===== config.mk =====
export PLATFORM = sky130hd
export DESIGN_NAME = imem_load_arbiter
export DESIGN_NICKNAME = d
export VERILOG_FILES = /design/src/rtl/cpu_pkg.sv /design/src/rtl/load_byte_packer.sv /design/src/rtl/imem_load_arbiter.sv
export SDC_FILE = /design/constraint.sdc
export NUM_CORES = 1
export LEC_CHECK = 0
export BUFFER_PORTS_ARGS = -buffer_cell sky130_fd_sc_hd__buf_2
export CAP_MARGIN = 15
export CORE_ASPECT_RATIO = 0.7
export CORE_MARGIN = 2
export CORE_UTILIZATION = 35
export CTS_CLUSTER_DIAMETER = 40
export DETAILED_ROUTE_END_ITERATION = 16
export GPL_TIMING_DRIVEN = 0
export PLACE_DENSITY = 0.69
export SYNTH_ARGS = -nofsm -noshare
export SYNTH_HDL_FRONTEND = slang
export SYNTH_SLANG_ARGS = --single-unit

===== constraint.sdc =====
create_clock -name clk -period 3.3 [get_ports clk]
set_input_delay 0.495 -clock clk [delete_from_list [all_inputs] [get_ports clk]]
set_output_delay 0.495 -clock clk [all_outputs]
set_load 0.005 [all_outputs]

===== src/rtl/cpu_pkg.sv =====
// Shared definitions for the program-memory loader: loader FSM encoding, NOP word, memory geometry.
package cpu_pkg;

  localparam int unsigned DefDepth = 256;
  localparam int unsigned DefAw    = 8;

  localparam logic [31:0] Nop = 32'h0000_0000;

  typedef enum logic [2:0] {
    StIdle  = 3'd0,
    StHdr   = 3'd1,
    StBytes = 3'd2,
    StWrite = 3'd3,
    StDone  = 3'd4
  } ld_state_e;

endpackage


===== src/rtl/load_byte_packer.sv =====
// Collects an MSB-first byte stream into 32-bit words; word_valid fires with the 4th byte.
module load_byte_packer (
  input  logic        clk,
  input  logic        reset,
  input  logic        clear,
  input  logic        byte_valid,
  input  logic [7:0]  byte_in,
  output logic        word_valid,
  output logic [31:0] word
);

  logic [1:0]  cnt_q, cnt_d;
  logic [23:0] shift_q, shift_d;

  always_comb begin
    cnt_d   = cnt_q;
    shift_d = shift_q;
    if (clear) begin
      cnt_d   = '0;
      shift_d = '0;
    end else if (byte_valid) begin
      cnt_d   = cnt_q + 2'd1;
      shift_d = {shift_q[15:0], byte_in};
    end
  end

  always_ff @(posedge clk or negedge reset) begin
    if (!reset) begin
      cnt_q   <= '0;
      shift_q <= '0;
    end else begin
      cnt_q   <= cnt_d;
      shift_q <= shift_d;
    end
  end

  // The 4th byte is passed straight through so the word is ready in the same cycle.
  assign word_valid = byte_valid && !clear && (cnt_q == 2'd3);
  assign word       = {shift_q, byte_in};

endmodule


===== src/rtl/imem_load_arbiter.sv =====
// Program-memory arbiter: CPU fetch owns the memory until a UART load stalls the CPU,
// streams words into memory and then requests a CPU restart.
module imem_load_arbiter
  import cpu_pkg::*;
#(
  parameter int unsigned DEPTH   = DefDepth,
  parameter int unsigned AW      = DefAw,
  parameter int unsigned TIMEOUT = 1000000
) (
  input  logic          clk,
  input  logic          reset,
  input  logic [30:0]   cpu_addr,
  output logic [31:0]   cpu_data,
  output logic          cpu_stall,
  output logic          cpu_rst_req,
  input  logic          ld_start,
  input  logic          ld_valid,
  input  logic [7:0]    ld_byte,
  output logic [AW-1:0] mem_addr,
  output logic [31:0]   mem_wdata,
  output logic          mem_we,
  input  logic [31:0]   mem_rdata,
  output logic          load_busy,
  output logic          load_err
);

  localparam int unsigned TW = $clog2(TIMEOUT + 1);

  ld_state_e     state_q, state_d;
  logic [AW:0]   n_q, n_d;
  logic [AW-1:0] word_idx_q, word_idx_d;
  logic [31:0]   wdata_q, wdata_d;
  logic [TW-1:0] tmo_q, tmo_d;
  logic          err_q, err_d;

  logic          pk_valid;
  logic [31:0]   pk_word;
  logic          timing;
  logic          accept;
  logic          tmo_hit;
  logic          last_word;
  logic          in_range;
  logic          unused_addr_lsb;

  assign unused_addr_lsb = ^cpu_addr[1:0];

  assign timing    = (state_q == StHdr) || (state_q == StBytes);
  assign accept    = ld_valid && (state_q inside {StHdr, StBytes, StWrite});
  assign tmo_hit   = timing && !ld_valid && (tmo_q == TW'(TIMEOUT - 1));
  assign last_word = (({1'b0, word_idx_q} + (AW + 1)'(1)) == n_q);
  assign in_range  = ({3'b000, cpu_addr[30:2]} < DEPTH);

  load_byte_packer u_packer (
    .clk        (clk),
    .reset      (reset),
    .clear      (state_q == StIdle),
    .byte_valid (ld_valid && ((state_q == StBytes) || (state_q == StWrite))),
    .byte_in    (ld_byte),
    .word_valid (pk_valid),
    .word       (pk_word)
  );

  // State register and datapath registers
  always_ff @(posedge clk or negedge reset) begin
    if (!reset) begin
      state_q    <= StIdle;
      n_q        <= '0;
      word_idx_q <= '0;
      wdata_q    <= '0;
      tmo_q      <= '0;
      err_q      <= 1'b0;
    end else begin
      state_q    <= state_d;
      n_q        <= n_d;
      word_idx_q <= word_idx_d;
      wdata_q    <= wdata_d;
      tmo_q      <= tmo_d;
      err_q      <= err_d;
    end
  end

  // Next-state logic
  always_comb begin
    state_d = state_q;
    unique case (state_q)
      StIdle:  if (ld_start) state_d = StHdr;
      StHdr: begin
        if (tmo_hit)       state_d = StIdle;
        else if (ld_valid) state_d = StBytes;
      end
      StBytes: begin
        if (tmo_hit)       state_d = StIdle;
        else if (pk_valid) state_d = StWrite;
      end
      StWrite: state_d = last_word ? StDone : StBytes;
      StDone:  state_d = StIdle;
      default: state_d = StIdle;
    endcase
  end

  always_comb begin
    n_d        = n_q;
    word_idx_d = word_idx_q;
    wdata_d    = wdata_q;
    err_d      = err_q;
    tmo_d      = '0;

    if (state_q == StHdr && ld_valid) begin
      // A count of zero means a full-memory load.
      n_d        = (ld_byte == 8'd0) ? (AW + 1)'(DEPTH) : (AW + 1)'(ld_byte);
      word_idx_d = '0;
    end
    if (state_q == StBytes && pk_valid) wdata_d = pk_word;
    if (state_q == StWrite) word_idx_d = word_idx_q + AW'(1);

    if (timing && !accept) tmo_d = tmo_q + TW'(1);

    if (tmo_hit) err_d = 1'b1;
    else if (state_q == StIdle && ld_start) err_d = 1'b0;
  end

  // Outputs
  always_comb begin
    cpu_stall   = (state_q != StIdle);
    load_busy   = (state_q != StIdle);
    cpu_rst_req = (state_q == StDone);
    mem_we      = (state_q == StWrite);
    mem_wdata   = wdata_q;
    mem_addr    = word_idx_q;
    cpu_data    = Nop;
    load_err    = err_q;
    if (state_q == StIdle) begin
      mem_addr = cpu_addr[AW+1:2];
      if (in_range) cpu_data = mem_rdata;
    end
  end

endmodule


==> summary.txt, run 1 <==
outcome - complete, no violations
n_diodes - 0
PD cells - 712.1 nW/um^2
Root Driver - clkbuf_16
# Post-CTS Setup Buffers - 0
grt ovf - 0
Comb power frac - 0.322
EDFF count, synth - 0
Worst setup SP type - flip-flop
Placed Cells - 716
H-tree levels - 3
R2R Setup Slk - 1.32 ns
area grow syn2layout - 27.51%
via count of the first global-routing pass - 3392
CTS buffer count - 9
Die Y - 100.4 um
Starting DRT DRC Count - 216
#FFs+latches synth - 99
clock transition at the registers of the reported paths - 0.07 ns
DP Worst Slack - 0.8386 ns
# hold bufs at CTS - 0
Worst Path Required - 2.80 ns
Seq/Total Area, Yosys - 0.5335
max-cap check violation count - 0
Total Routed Length - 11150 um
row cnt - 35
Synth Warn # - 0
nets - 639
Worst VDD drop - 0.3618 mV
first-pass GRT wire length - 17550 um
via count - 3570
io pins - 152
Cell Area, Synth - 4643 um^2
Worst Setup End Kind - output port
sequential share of power - 0.431
Post-route DRC - 0
port buffer count - 149
Vias/cell - 4.877
Die W - 141.7 um
post-route worst setup slack - 0.5165 ns
Final Cell Area - 5921 um^2
Worst-Margin Slew - 0.6262 ns
largest net degree at the start of global routing - 70
Leak Pwr - 0.003027 uW
P_int - 2791 uW
DP HPWL - 8398 um
gr usage total - 0.1567
Net Sw Frac - 0.3380
synthesized area per cell - 11.61 um^2
Mapped Nets - 478
die area - 14220 um^2
Final Cycle Share - 0.8435
fraction of layout cells with a size suffix above 1 - 0.3852
critical path class - flip-flop to output port
clock power share - 0.247
Post-Synthesis Cells - 400
setup TNS - 0 ns
GPL Wtd Cong - 0.7976
synth unique cells - 36
Peak Freq - 359.3 MHz
Sink Count - 99
core area - 13050 um^2
ys flop type - dfrtp_1
CTS tree - built
switching pwr - 1425 uW
Placed Area - 5627 um^2
RSZ-0062 raised after global routing - no
Worst Path Arrival - 2.29 ns
initial antenna violation count - 0
starting density of the core - 0.3558
Resize count post-CTS - 0
Pwr Total - 4216 uW
Pre-antenna DRT Iters - 4
Final ANT Viol Nets - 0
crit path max fanout - 10
hold crit path type - primary input to async pin
fin cells - 732
ys async rst share - 1.000
Max Root-Sink Buffers - 2
clk_lat worst skew - 0.35 ns
setup violators final - 0
Hold Violations, Final - 0
drt wl/cell - 15.24 um
Slew Limit Fails - 0
Final Skew - 0.007830 ns
Final min period - 2.783 ns
Worst slew margin - 0.5825
layer usage:
layer,global-route usage,wire length (um)
met1,0.2315,5551
met5,0,0
met2,0.2315,5078
met4,0.03538,110
met3,0.04103,412
cell type report:
cell class,instances,area (um^2)
well taps,166,207.7
flip-flops and latches,99,2477
repair buffers,150,775.7
fillers,1230,7129
clock buffers,10,239.0
plain buffers,20,122.6
clock inverters,6,55.05
multi-input cells,274,2017
inverters,7,26.28
power groups by stage:
stage                     Combinational (uW)  Clock [uW]  Sequential (uW)
after detailed placement                1360           0             1840
after global placement                  1320           0             1820
after CTS                               1370        1060             1820
final                                   1360        1040             1820
after global routing                    1510        1110             1870
after floorplan                          877           0             1780
registers in the layout, indices dropped and copies added, names as in the netlist:
signal,count
u_packer.cnt_q,2
u_packer.shift_q,24
tmo_q,20
word_idx_q,8
n_q,9
load_err,1
state_q,3
mem_wdata,32
layout by cell type, fill, tap and decap left out, types with 6 or more instances in the layout:
cell       count
buf_2        153
xnor2_1       14
o21ai_0       11
nor2_1        37
mux2_2        32
clkbuf_1       8
nand2_1       20
xor2_1        18
mux2_1        18
nand4_1        6
a22o_1        26
dfrtp_1       99
nand3_1       16
inv_1          6
and2_1        34
clkbuf_16      9
nor4_1         6
cells in the mapped netlist (5+ instances only):
library cell,n,area share
inv_1,6,0.0049
nand4_1,6,0.0081
nor4_1,6,0.0081
nor2_1,37,0.030
buf_2,5,0.0054
nand3_1,16,0.017
a22o_1,26,0.049
mux2_2,32,0.078
mux2_1,18,0.044
and2_1,34,0.046
clkbuf_1,8,0.0065
nand2_1,20,0.016
xor2_1,18,0.034
dfrtp_1,99,0.53
xnor2_1,14,0.026
o21ai_0,11,0.012
final timing paths:
path | to | depth (start not counted) | from
setup / recovery | mem_addr[5] | 4 | state_q[0]$_DFFE_PN0P_
hold / removal | tmo_q[8]$_DFF_PN0_ | 1 | reset
setup reg to reg | state_q[1]$_DFFE_PN0P_ | 7 | word_idx_q[0]$_DFFE_PN0P_
hold reg to reg | tmo_q[0]$_DFF_PN0_ | 1 | tmo_q[0]$_DFF_PN0_
max in group asynchronous | n_q[2]$_DFFE_PN0P_ | 2 | reset
min in group clk | u_packer.shift_q[6]$_DFFE_PN0P_ | 2 | ld_byte[6]
worst max-delay path, stage by stage, from the launching register on:
cell and delay [ns]:
dfrtp_1 0.44, nor3_1 0.43, clkbuf_1 0.54, mux2_2 0.40, buf_2 0.13
cell families after synthesis:
group	after synthesis	share of synthesized area
AO/OA/AOI/OAI	47	0.07599
flip-flops	99	0.5335
multiplexers	51	0.1234
XOR/XNOR	32	0.06036
AND/OR/NAND/NOR	141	0.1665
buffers and inverters	27	0.03206
adder cells (fa/ha/maj)	3	0.008085
through the flow:
stage                     hold WS (ns)  utilization
after floorplan                 0.1994            -
after CTS                      0.09509       0.4537
after detailed placement        0.4546       0.4312
after global placement          0.4368       0.4289
after global routing            0.1218       0.4537
final                          0.08299       0.4537
No activity file was read; power rests on OpenSTA's default activity.
==> inputs of run 2 (changes only) <==
clock period = 2.7 ns   (was 3.3 ns; I/O delays follow)
==> summary.txt, run 2 (synthesized netlist as in run 1, its figures left out) <==
most frequent cells in the layout - buf_2 (153), dfrtp_1 (99), nor2_1 (37)
Total Routed Length - 11170 um (+0.14%)
Max Root-Sink Buffers - 2 (unchanged)
setup TNS - 0 ns (unchanged)
die area - 14220 um^2 (unchanged)
Net Sw Frac - 0.3376 (-0.0003696)
row cnt - 35 (unchanged)
Resize count post-CTS - 1 (+1)
core area - 13050 um^2 (unchanged)
clk_lat worst skew - 0.35 ns (about the same)
Root Driver - clkbuf_16
Final Cell Area - 5927 um^2 (+0.11%)
n_diodes - 0 (unchanged)
Vias/cell - 4.892 (+0.31%)
# hold bufs at CTS - 0 (unchanged)
CTS buffer count - 9 (unchanged)
area grow syn2layout - 27.65%
starting density of the core - 0.3558 (unchanged)
worst hold margin - -0.005507 ns (-0.08850 ns)
Final Cycle Share - 0.9257
DP HPWL - 8398 um (unchanged)
fraction of layout cells with a size suffix above 1 - 0.3887 (+0.003534)
max reg flops - 32 (unchanged)
outcome - finished, violations left
drt wl/cell - 15.26 um (+0.14%)
hold crit path type - primary input to async pin
Final min period - 2.499 ns
Final Skew - 0.007318 ns (-0.0005124 ns)
initial antenna violation count - 0 (unchanged)
Pre-antenna DRT Iters - 4 (unchanged)
grt ovf - 0 (unchanged)
Worst slew margin - 0.6007 (+0.01817)
Die W - 141.7 um (unchanged)
clock power share - 0.247 (about the same)
nets - 639 (unchanged)
io pins - 152 (unchanged)
port buffer count - 149 (unchanged)
Slew Limit Fails - 0 (unchanged)
Filler cells - 1233 (+0.24%)
first-pass GRT wire length - 17550 um (unchanged)
via count - 3581 (+0.31%)
RSZ-0062 raised after global routing - no
P_int - 3416 uW (+22%)
Die Y - 100.4 um (unchanged)
Worst setup SP type - flip-flop
Hold Violations, Final - 12 (+12)
Worst Path Arrival - 2.09 ns (-0.20 ns)
violated checks - negative hold slack
crit path max fanout - 10 (unchanged)
Starting DRT DRC Count - 207 (-4.2%)
clock transition at the registers of the reported paths - 0.07 ns (about the same)
max-cap check violation count - 0 (unchanged)
Comb power frac - 0.322 (about the same)
switching pwr - 1741 uW (+22%)
H-tree levels - 3 (unchanged)
largest net degree at the start of global routing - 70 (unchanged)
Worst Path Required - 2.30 ns (-0.50 ns)
Placed Area - 5627 um^2 (unchanged)
PD cells - 870.1 nW/um^2 (+22%)
Worst VDD drop - 0.4414 mV (+22%)
fin util - 0.4542 (+0.0004800)
Worst Setup End Kind - output port
setup violators final - 0 (unchanged)
# Post-CTS Setup Buffers - 0 (unchanged)
Sink Count - 99 (unchanged)
GPL Wtd Cong - 0.7976 (unchanged)
Final ANT Viol Nets - 0 (unchanged)
gr usage total - 0.1567 (unchanged)
sequential share of power - 0.432 (about the same)
Worst-Margin Slew - 0.5990 ns (-0.02725 ns)
Leak Pwr - 0.003031 uW (+0.13%)
Peak Freq - 400.1 MHz
CTS tree - built
critical path class - flip-flop to output port
Post-route DRC - 0 (unchanged)
commonest non-fill, non-tap cell in the layout - buf_2
via count of the first global-routing pass - 3392 (unchanged)
-- run 2: layout make-up --
type                    instances  area, um^2  area share
repair buffers                150       775.7      0.1309
clock buffers                  10       239.0     0.04032
well taps                     166       207.7     0.03504
flip-flops and latches         99        2477      0.4180
multi-input cells             274        2022      0.3411
clock inverters                 6       55.05    0.009289
plain buffers                  20       123.9     0.02090
inverters                       7       26.28    0.004433
-- run 2: final timing paths --
| kind | slack, ns | depth (start not counted) | endpoint | startpoint |
|---|---|---|---|---|
| hold reg to reg | 0.46 | 1 | tmo_q[0]$_DFF_PN0_ | tmo_q[0]$_DFF_PN0_ |
| min in group clk | 0.33 | 2 | u_packer.shift_q[6]$_DFFE_PN0P_ | ld_byte[6] |
| hold / removal | -0.006 | 1 | tmo_q[11]$_DFF_PN0_ | reset |
| max in group asynchronous | 2.02 | 2 | n_q[2]$_DFFE_PN0P_ | reset |
| setup reg to reg | 0.73 | 7 | state_q[1]$_DFFE_PN0P_ | word_idx_q[0]$_DFFE_PN0P_ |
| setup / recovery | 0.20 | 6 | cpu_data[21] | state_q[0]$_DFFE_PN0P_ |
-- run 2: layer usage --
layer  GRT usage  part of all wire
met5           0                 0
met4     0.03538            0.0098
met3     0.04103             0.038
met2      0.2315              0.46
met1      0.2315              0.49
-- run 2: per-stage QoR --
step / total power, uW / instances / worst slack [ns]
final: 5157 / 732 / 0.2005
after global routing: 5492 / 732 / 0.05501
after CTS: 5198 / 732 / 0.05532
after detailed placement: 3910 / 716 / 0.3286
after global placement: 3835 / 715 / 0.2703
after floorplan: 3252 / 400 / 0.8826
-- run 2: power by group through the flow --
stage               clock (uW)  sequential, uW  combinational, uW
floorplan                    0            2180               1070
global placement             0            2220               1610
detailed placement           0            2250               1660
CTS                       1300            2220               1680
global route              1360            2290               1850
finish                    1270            2230               1660
-- run 2: critical path: stages (launching register included) --
cell	delay (ns)
dfrtp_1	0.45
nor3_2	0.31
nand3_1	0.11
nor2_1	0.26
clkbuf_1	0.31
and2_1	0.19
buf_2	0.12
==> inputs of run 3 (changes only) <==
CORE_UTILIZATION = 45   (was 35)
PLACE_DENSITY = 0.82   (was 0.69)
==> summary.txt, run 3 (synthesized netlist as in run 1, its figures left out) <==
outcome - complete, no violations
CTS buffer count - 9 (unchanged)
Placed Area - 5579 um^2 (-0.85%)
# Post-CTS Setup Buffers - 0 (unchanged)
io pins - 152 (unchanged)
max reg flops - 32 (unchanged)
Filler cells - 813 (-34%)
PD cells - 881.1 nW/um^2 (+1.3%)
starting density of the core - 0.4703 (+0.1145)
Starting DRT DRC Count - 221 (+6.8%)
Final Cell Area - 5898 um^2 (-0.49%)
clk_lat worst skew - 0.35 ns (about the same)
die area - 11160 um^2 (-22%)
grt ovf - 0 (unchanged)
CTS tree - built
n_diodes - 0 (unchanged)
Final Skew - 0.007352 ns (+0.00003395 ns)
Root Driver - clkbuf_16
fraction of layout cells with a size suffix above 1 - 0.3834 (-0.005300)
port buffer count - 149 (unchanged)
core area - 9872 um^2 (-24%)
sequential share of power - 0.430 (-0.002)
CP max-delay cell - dfrtp_1
Worst Path Arrival - 2.09 ns (about the same)
Placed Cells - 678 (-5.3%)
CP Buf/Inv Count - 2 (unchanged)
area grow syn2layout - 27.03%
Worst slew margin - 0.6205 (+0.01978)
Worst Setup End Kind - output port
CP max stage delay - 0.45 ns (about the same)
Register Area - 2477 um^2 (unchanged)
hold crit path type - primary input to flip-flop
setup violators final - 0 (unchanged)
Hold Violations, Final - 0 (-12)
R2R Setup Slk - 0.72 ns (about the same)
Worst setup SP type - flip-flop
critical path depth - 6 (unchanged)
GPL Wtd Cong - 0.8567 (+7.4%)
Die W - 125.4 um (-11%)
critical path class - flip-flop to output port
Die Y - 88.99 um (-11%)
Comb power frac - 0.321 (about the same)
Vias/cell - 5.369 (+9.7%)
Max Root-Sink Buffers - 2 (unchanged)
Worst-Margin Slew - 0.5693 ns (-0.02967 ns)
gr usage total - 0.2043 (+0.04762)
Final ANT Viol Nets - 0 (unchanged)
fin util - 0.5975 (+0.1433)
capture point of the worst path - cpu_data[15]
Peak Freq - 400.1 MHz (about the same)
Pre-antenna DRT Iters - 5 (+1)
Worst VDD drop - 0.5972 mV (+35%)
DP HPWL - 8709 um (+3.7%)
via count - 3726 (+4.0%)
initial antenna violation count - 0 (unchanged)
Crit Reg-Reg Endpoint - state_q[1]$_DFFE_PN0P_
CP delay by family, top - simple AND/OR/NAND/NOR gates
H-tree levels - 3 (unchanged)
RSZ-0062 raised after global routing - no
row cnt - 30 (-14%)
Slew Limit Fails - 0 (unchanged)
crit path max fanout - 10 (unchanged)
fin cells - 694 (-5.2%)
Sink Count - 99 (unchanged)
P_int - 3514 uW (+2.9%)
nets - 640 (+0.16%)
via count of the first global-routing pass - 3451 (+1.7%)
first-pass GRT wire length - 17770 um (+1.3%)
Final min period - 2.499 ns (-0.0001730 ns)
drt wl/cell - 16.83 um (+10%)
Worst R2R Path Depth - 7 (unchanged)
max-cap check violation count - 0 (unchanged)
setup TNS - 0 ns (unchanged)
Net Sw Frac - 0.3238 (-0.01378)
Total Routed Length - 11680 um (+4.6%)
switching pwr - 1683 uW (-3.3%)
largest net degree at the start of global routing - 77 (+10%)
post-route worst setup slack - 0.2007 ns (+0.0001730 ns)
Worst Path Required - 2.30 ns (about the same)
most frequent cells in the layout - buf_2 (153), dfrtp_1 (99), nor2_1 (37)
commonest non-fill, non-tap cell in the layout - buf_2
reg2reg start - word_idx_q[0]$_DFFE_PN0P_
area of the multi-input gates - 2022 um^2 (unchanged)
clock power share - 0.250 (+0.003)
Critical Path Source - state_q[0]$_DFFE_PN0P_
clock transition at the registers of the reported paths - 0.07 ns (about the same)
CP Cell Sequence - nor3_2 -> nand3_1 -> nor2_1 -> clkbuf_1 -> and2_1 -> buf_2
DP Worst Slack - 0.4270 ns (+0.09838 ns)
Final Cycle Share - 0.9257 (about the same)
Post-route DRC - 0 (unchanged)
Leak Pwr - 0.003036 uW (+0.17%)
==> run 3: changes by cell type in the layout (fill, tap and decap cells not counted) <==
cell	before	now
dlygate4sd3_1	0	1
clkbuf_2	1	0
clkinv_4	0	2
clkbuf_1	7	9
inv_8	3	0
clkbuf_8	1	2
inv_6	1	0
bufinv_16	0	1
clkinv_2	1	0
clkinvlp_4	1	0
==> run 3: layer usage <==
layer  up-vias  track usage  share of wire
met5         -            0              0
met3        15      0.05685          0.062
li1       1720            -              -
met4         0      0.04848         0.0099
met1      1877       0.2981           0.46
met2       114       0.3068           0.47
==> run 3: power groups by stage <==
stage	logic (uW)	clock network, uW	registers [uW]
4_1_cts	1670	1310	2230
5_1_grt	1840	1380	2290
2_1_floorplan	1070	0	2180
3_5_place_dp	1660	0	2250
6_report	1670	1300	2230
3_3_place_gp	1590	0	2220
==> run 3: worst min-delay path by stage <==
stage / start / cells after the start / to
after floorplan: reset / 0 / load_err$_DFFE_PN0P_
after global placement: tmo_q[0]$_DFF_PN0_ / 1 / tmo_q[0]$_DFF_PN0_
after detailed placement: reset / 1 / mem_wdata[28]$_DFFE_PN0P_
after CTS: ld_byte[6] / 2 / u_packer.shift_q[6]$_DFFE_PN0P_
after global routing: ld_byte[0] / 2 / u_packer.shift_q[0]$_DFFE_PN0P_
final: ld_byte[3] / 2 / mem_wdata[3]$_DFFE_PN0P_
==> run 3: layout make-up <==
class                           instances  share of cell area
Tap cell                              128             0.02715
Sequential cell                        99              0.4200
Multi-Input combinational cell        274              0.3428
Timing Repair Buffer                  151              0.1332
Inverter                                7            0.004455
Clock buffer                           12             0.04349
Clock inverter                          3            0.008061
Buffer                                 20             0.02079
==> run 3: what timing repair did <==
item / in CTS / in global routing
endpoints found under the hold margin: 23 / 0
hold buffers: 1 / 0
setup endpoints to repair: 0 / 23
gates resized for setup: 0 / 1
==> run 3: worst register-to-register path, stage by stage (launching register included) <==
cell and delay (ns):
dfrtp_1 0.46, ha_1 0.34, and4_1 0.23, nand2_1 0.07
xnor2_1 0.14, nor4_2 0.31, a311o_1 0.23, a31oi_1 0.07
==> run 3: stage by stage <==
stage | total power (uW) | hold WS (ns)
final | 5197 | 0.3475
after global routing | 5505 | 0.3349
after CTS | 5217 | 0.3300
after detailed placement | 3901 | 0.3280
after global placement | 3804 | 0.4344
after floorplan | 3252 | 0.1094
